### src/rtl/hazard_ctrl.sv
// Pipeline hazard controller: load-use bubbles, branch flushes and data-cache stalls,
// with a MEM_WAIT watchdog. Optional performance counters under HAZARD_PERF_CNT_EN.
module hazard_ctrl #(
    parameter int TIMEOUT = 255,
    parameter int CNT_W   = 16
) (
    input  logic       clk_i,
    input  logic       rst_i,
    input  logic [4:0] IF_ID_RS1addr_i,
    input  logic [4:0] IF_ID_RS2addr_i,
    input  logic [4:0] ID_EX_RDaddr_i,
    input  logic       ID_EX_MemRead_i,
    input  logic       Branch_taken_i,
    input  logic       DCache_stall_i,
    output logic       PC_write_o,
    output logic       IF_ID_write_o,
    output logic       NoOp_o,
    output logic       IF_ID_flush_o,
    output logic       pipe_stall_o,
    output logic [1:0] state_o,
    output logic       timeout_o
`ifdef HAZARD_PERF_CNT_EN
    ,
    output logic [CNT_W-1:0] load_use_cnt_o,
    output logic [CNT_W-1:0] mem_stall_cnt_o,
    output logic [CNT_W-1:0] flush_cnt_o
`endif
);

    typedef enum logic [1:0] {
        RUN      = 2'b00,
        BUBBLE   = 2'b01,
        MEM_WAIT = 2'b10
    } state_t;

    localparam int WAIT_W = (TIMEOUT > 1) ? $clog2(TIMEOUT + 1) : 1;
    localparam logic [WAIT_W-1:0] TIMEOUT_V = WAIT_W'(TIMEOUT);

    state_t            state;
    state_t            next_state;
    logic              load_use;
    logic [WAIT_W-1:0] wait_cnt;
    logic [WAIT_W-1:0] wait_inc;
    logic              timeout_q;

    assign load_use = ID_EX_MemRead_i && (ID_EX_RDaddr_i != 5'd0) &&
                      ((ID_EX_RDaddr_i == IF_ID_RS1addr_i) ||
                       (ID_EX_RDaddr_i == IF_ID_RS2addr_i));

    always_ff @(posedge clk_i) begin
        if (rst_i) begin
            state <= RUN;
        end else begin
            state <= next_state;
        end
    end

    // MEM_WAIT without a stall decodes exactly like RUN; only BUBBLE masks load_use.
    always_comb begin
        next_state    = RUN;
        PC_write_o    = 1'b1;
        IF_ID_write_o = 1'b1;
        NoOp_o        = 1'b0;
        IF_ID_flush_o = 1'b0;
        pipe_stall_o  = 1'b0;
        if (DCache_stall_i) begin
            pipe_stall_o  = 1'b1;
            PC_write_o    = 1'b0;
            IF_ID_write_o = 1'b0;
            next_state    = MEM_WAIT;
        end else if ((state != BUBBLE) && load_use) begin
            PC_write_o    = 1'b0;
            IF_ID_write_o = 1'b0;
            NoOp_o        = 1'b1;
            next_state    = BUBBLE;
        end else if (Branch_taken_i) begin
            IF_ID_flush_o = 1'b1;
        end
    end

    assign state_o   = state;
    assign timeout_o = timeout_q;
    assign wait_inc  = (wait_cnt == TIMEOUT_V) ? wait_cnt : wait_cnt + 1'b1;

    // The counter counts completed MEM_WAIT cycles, so the flag rises after the TIMEOUT-th one.
    always_ff @(posedge clk_i) begin
        if (rst_i) begin
            wait_cnt  <= '0;
            timeout_q <= 1'b0;
        end else if (state == MEM_WAIT) begin
            wait_cnt <= wait_inc;
            if (wait_inc == TIMEOUT_V) begin
                timeout_q <= 1'b1;
            end
        end else if (next_state == MEM_WAIT) begin
            wait_cnt <= '0;
        end
    end

`ifdef HAZARD_PERF_CNT_EN
    localparam logic [CNT_W-1:0] CNT_MAX = '1;

    always_ff @(posedge clk_i) begin
        if (rst_i) begin
            load_use_cnt_o  <= '0;
            mem_stall_cnt_o <= '0;
            flush_cnt_o     <= '0;
        end else begin
            if ((next_state == BUBBLE) && (load_use_cnt_o != CNT_MAX)) begin
                load_use_cnt_o <= load_use_cnt_o + 1'b1;
            end
            if ((state == MEM_WAIT) && (mem_stall_cnt_o != CNT_MAX)) begin
                mem_stall_cnt_o <= mem_stall_cnt_o + 1'b1;
            end
            if (IF_ID_flush_o && (flush_cnt_o != CNT_MAX)) begin
                flush_cnt_o <= flush_cnt_o + 1'b1;
            end
        end
    end
`endif

endmodule
### config.mk
export PLATFORM = sky130hd
export DESIGN_NAME = hazard_ctrl
export DESIGN_NICKNAME = d
export VERILOG_FILES = /design/src/rtl/hazard_ctrl.sv
export SDC_FILE = /design/constraint.sdc
export NUM_CORES = 1
export LEC_CHECK = 0
export CAP_MARGIN = 10
export CORE_AREA = 2 2 43 53
export DETAILED_ROUTE_END_ITERATION = 8
export DIE_AREA = 0 0 45 55
export MAX_ROUTING_LAYER = met4
export PLACE_DENSITY = 0.83
export REMOVE_ABC_BUFFERS = 1
export SETUP_SLACK_MARGIN = 0.3
export SLEW_MARGIN = 15
export SYNTH_ARGS = -nofsm -noshare
export SYNTH_HDL_FRONTEND = slang
export SYNTH_SLANG_ARGS = --single-unit
export TNS_END_PERCENT = 20
### constraint.sdc
create_clock -name clk_i -period 2.97 [get_ports clk_i]
set_clock_uncertainty 0.15 [all_clocks]
set_input_delay 0.891 -clock clk_i [delete_from_list [all_inputs] [get_ports clk_i]]
set_output_delay 0.891 -clock clk_i [all_outputs]
set_load 0.02 [all_outputs]
Word-level counts from Yosys, hierarchy flattened. Index checks and enable logic that the tools add are counted.

$add $sub $neg: 1. Eq/ne operators: 7. Mux-type cells: 13. Reduce and logical (&&, ||, !) cells: 7.

Operators with widths (number): $mux W8 (3); $eq A8 B8 Y1 const B (2); $eq A5 B5 Y1 (2); $mux W1 (9); $add A8 B1 Y8 const B (1); $reduce_bool A5 Y1 (1); $eq A2 B2 Y1 const B (2); $logic_and A1 B1 Y1 (3); $mux W2 (1); $ne A2 B1 Y1 const B (1); $reduce_and A2 Y1 (1); $reduce_bool A2 Y1 (1); $logic_or A1 B1 Y1 (1).

Register bits: 11. Output and inout port bits: 8. Word-level logic and storage cells: 31.

Logic depth before layout (Yosys ltp).
Depth after elaboration: 9. Gate-level depth with buffers: 6. Mapped depth without buffers: 5.

Least setup slack after synthesis. Ideal clock, no wire load.

Path type: input port to output port. Start: input port ID_EX_RDaddr_i[3]. End: output port PC_write_o. Arrival: 2.309 ns. Path slack: -0.380 ns. Stages on the path: 4. Path through: or4_1 -> o221a_2 -> a21oi_1 -> buf_4.

Word-level cells in the longest chain between the ends: 6. Elaborated cells on any way between the ends: 9. Classes of those cells: eq/ne: 2; mux: 2; reduce/logical: 5.

Ends and longest elaborated chain: from (decl) (RTL line 11) `input logic [4:0] ID_EX_RDaddr_i,`; $eq A5 B5 Y1 (tied with other cells) (RTL line 47) `((ID_EX_RDaddr_i == IF_ID_RS1addr_i) ||`; $logic_or A1 B1 Y1 / $logic_and A1 B1 Y1 (equally long branches) (RTL line 47, 46); $logic_and A1 B1 Y1 * (RTL line 46) `assign load_use = ID_EX_MemRead_i && (ID_EX_RDaddr_i != 5'd0) &&`; $logic_and A1 B1 Y1 * (RTL line 71) `end else if ((state != BUBBLE) && load_use) begin`; $mux W1 * (2 in series); to (decl) (RTL line 15) `output logic PC_write_o,`.

Mark *: on every way between the ends. The rest lies on a longest branch, timed or not.

Worst setup path after layout.
Start: input port ID_EX_RDaddr_i[4]. End: output port IF_ID_write_o.

Word-level cells in the longest chain between the ends: 6. Elaborated cells on any way between the ends: 9. Classes of those cells: eq/ne: 2; mux: 2; reduce/logical: 5.

Ends and longest elaborated chain: $eq A5 B5 Y1 (tied with other cells) (RTL line 47); $logic_or A1 B1 Y1 / $logic_and A1 B1 Y1 (equally long branches) (RTL line 47, 46); $logic_and A1 B1 Y1 * (RTL line 46); $logic_and A1 B1 Y1 * (RTL line 71); $mux W1 * (RTL line 71); $mux W1 * (RTL line 66) `if (DCache_stall_i) begin`; to (decl) (RTL line 16) `output logic IF_ID_write_o,`.

Marked as above.

==> results_dict.tcl <==
set metrics [dict create \
    cp-end-kind "primary output" \
    p_leak_nw 0.453 \
    floorplan.io_pins 28 \
    diodes 0 \
    rsz0062_at_grt "true" \
    dieHeight_um 55 \
    final_cell_count_no_fill 158 \
    design_area_um2 1250 \
    fin_ws_ns -0.160 \
    cts_root_buffer "clkbuf_4" \
    synth_enable_flop_cells 0 \
    die-area_um2 2480 \
    drc 0 \
    htreeDepth 1 \
    p_total_mw 0.362 \
    place.detailed.hpwl_um 1800 \
    fin_nets 160 \
    ctsHoldBuffers 0 \
    drtPass1Iterations 4 \
    num_vias 960 \
    postRouteWirelength_um 2410 \
    clock_sinks 11 \
    crit_arrival_ns 2.09 \
    max_freq_ghz 0.320 \
    portBuffers 27 \
    rows 18 \
    start_util_pct 42.9 \
    worstMarginPinSlew_ns 0.373 \
    netlist_instances 105 \
    grt_start_max_net_pins 12 \
    place_inst 153 \
    ys_seq_area_share_pct 25.9 \
    cts_tree "done" \
    grt_pass1_vias 925 \
    clock_latency_ns 0.27 \
    overflow 0 \
    cts_inserted_buffers 3 \
    finalHoldViolCount 0 \
    core-area_um2 1980 \
    maxCapViolCount 0 \
    status "finished with violations" \
    antenna_found_initial 0 \
    drv_slew 0 \
    ir_drop_mv 0.194 \
    start_kind "input port" \
    critical_path_class "input port to primary output" \
    clkSlewWorstSetupHoldPaths_ns 0.07 \
    p_per_area_nw_per_um2 289 \
    wl_per_cell_um 15.3 \
    ant_nets 0 \
    async_reset_ff_share_pct 0 \
    fillers 178 \
    fin_crit_ns 3.13 \
    dieWidth_um 45 \
    violations "negative setup slack" \
    avgSynthCellArea_um2 8.10 \
    synth_area_um2 851 \
    utilization_pct 63.2 \
    area_delta_synth_final_pct 47.2 \
    grtUsageTotal_pct 22.9 \
    ys_ff_latch 11 \
    ctsLongestPathBuffers 2 \
    viasPerCell 6.08 \
    grt_pass1_wl_um 3970 \
    crit_fanout 2 \
    ys_types 47 \
    finalHoldWorstSlack_ns 0.319 \
    synthFlopType "dfxtp_1" \
    drt_iter0_markers 35 \
    gp_congestion 1.01 \
    yosysWarnings 0 \
    slew_headroom_pct 75.1 \
    finalSetupViolCount 4 \
    dpl_worst_slack_ns -1.08 \
    dpl_cell_area_um2 1160 \
    min_period_over_period_pct 105 \
    drive_gt1_share_pct 27.5 \
    hold_class "flop to flop" \
    tns_ns -0.551 \
    required_ns 1.93 \
]
layout by cell type (no fill, tap or decap), drive strengths merged, types with 3 or more instances in the layout:
cell type / Yosys / routed
nand2: 7 / 7
nand4: 3 / 3
nor3: 3 / 3
nor2: 4 / 4
dfxtp: 11 / 11
xnor2: 10 / 10
inv: 4 / 4
nand3: 8 / 8
a21oi: 8 / 8
clkdlybuf4s50: 0 / 7
dlygate4sd2: 0 / 10
clkbuf: 5 / 4
buf: 4 / 19
kinds of logic after synthesis:
kind of cell | synth area share [%]
buffers and inverters | 8.38
xor gates and xnor gates | 10.3
adders and majority gates | 1.47
and+or+nand+nor | 28.7
muxes | 1.18
AOI/OAI and AO/OA | 24.1
DFF | 25.9
area by class of cell:
| type | count | area, um^2 | share of cell area, % |
|---|---|---|---|
| repair buffers | 38 | 330 | 26.4 |
| clock buffers | 4 | 26.3 | 2.10 |
| multi-input cells | 81 | 636 | 50.7 |
| well taps | 20 | 25.0 | 2.00 |
| inverters | 4 | 15.0 | 1.20 |
| flip-flops and latches | 11 | 220 | 17.6 |
cells in the mapped netlist (2+ instances only):
library cell   n  area, um^2
inv_1          4        15.0
clkbuf_1       2        7.51
a31oi_1        2        12.5
nand2_1        7        26.3
nand2b_1       2        12.5
nor4_1         2        12.5
nor3_1         3        15.0
nand4_1        2        12.5
xnor2_1       10        87.6
nand3_1        7        35.0
a21oi_1        8        40.0
or3_1          2        12.5
or4_1          2        15.0
clkbuf_2       3        15.0
buf_4          3        22.5
nor2_1         4        15.0
dfxtp_1       11         220
or2_2          2        12.5
repair_timing:
action | in CTS | in global routing
endpoints found under the setup margin | 5 | 5
buffers inserted | 1 | 0
pin swaps | 19 | 2
cloned | 0 | 0
gates resized for setup | 65 | 2
report_power, final:
part	leakage (nW)	switching (mW)	internal, mW
registers	0.0890	0.00399	0.149
logic	0.349	0.0481	0.0560
clock network	0.0150	0.0520	0.0521
worst max-delay path, stage by stage:
cell and delay, ns:
buf_6 0.09, or4_4 0.53, o221a_4 0.25, a21oi_4 0.18, buf_6 0.14
path summary, 6_finish.rpt:
kind / end / start / slack, ns / cells after the start
setup / recovery: IF_ID_write_o / ID_EX_RDaddr_i[4] / -0.16 / 5
hold / removal: timeout_o / timeout_o / 0.32 / 2
setup reg to reg: timeout_o / wait_cnt[0] / 1.00 / 5
hold reg to reg: timeout_o / timeout_o / 0.32 / 2
sequential cells by signal, indices dropped and copies added, names as in the netlist:
register	flops
timeout_o	1
state_o	2
wait_cnt	8
per-layer routing:
metal	vias up	global-route usage (%)	routed length (um)
met1	439	24.2	852
li1	460	-	-
met5	-	-	0
met2	54	42.6	1350
met3	7	2.27	150
met4	0	10.3	54
(Power assumes the default switching activity.)
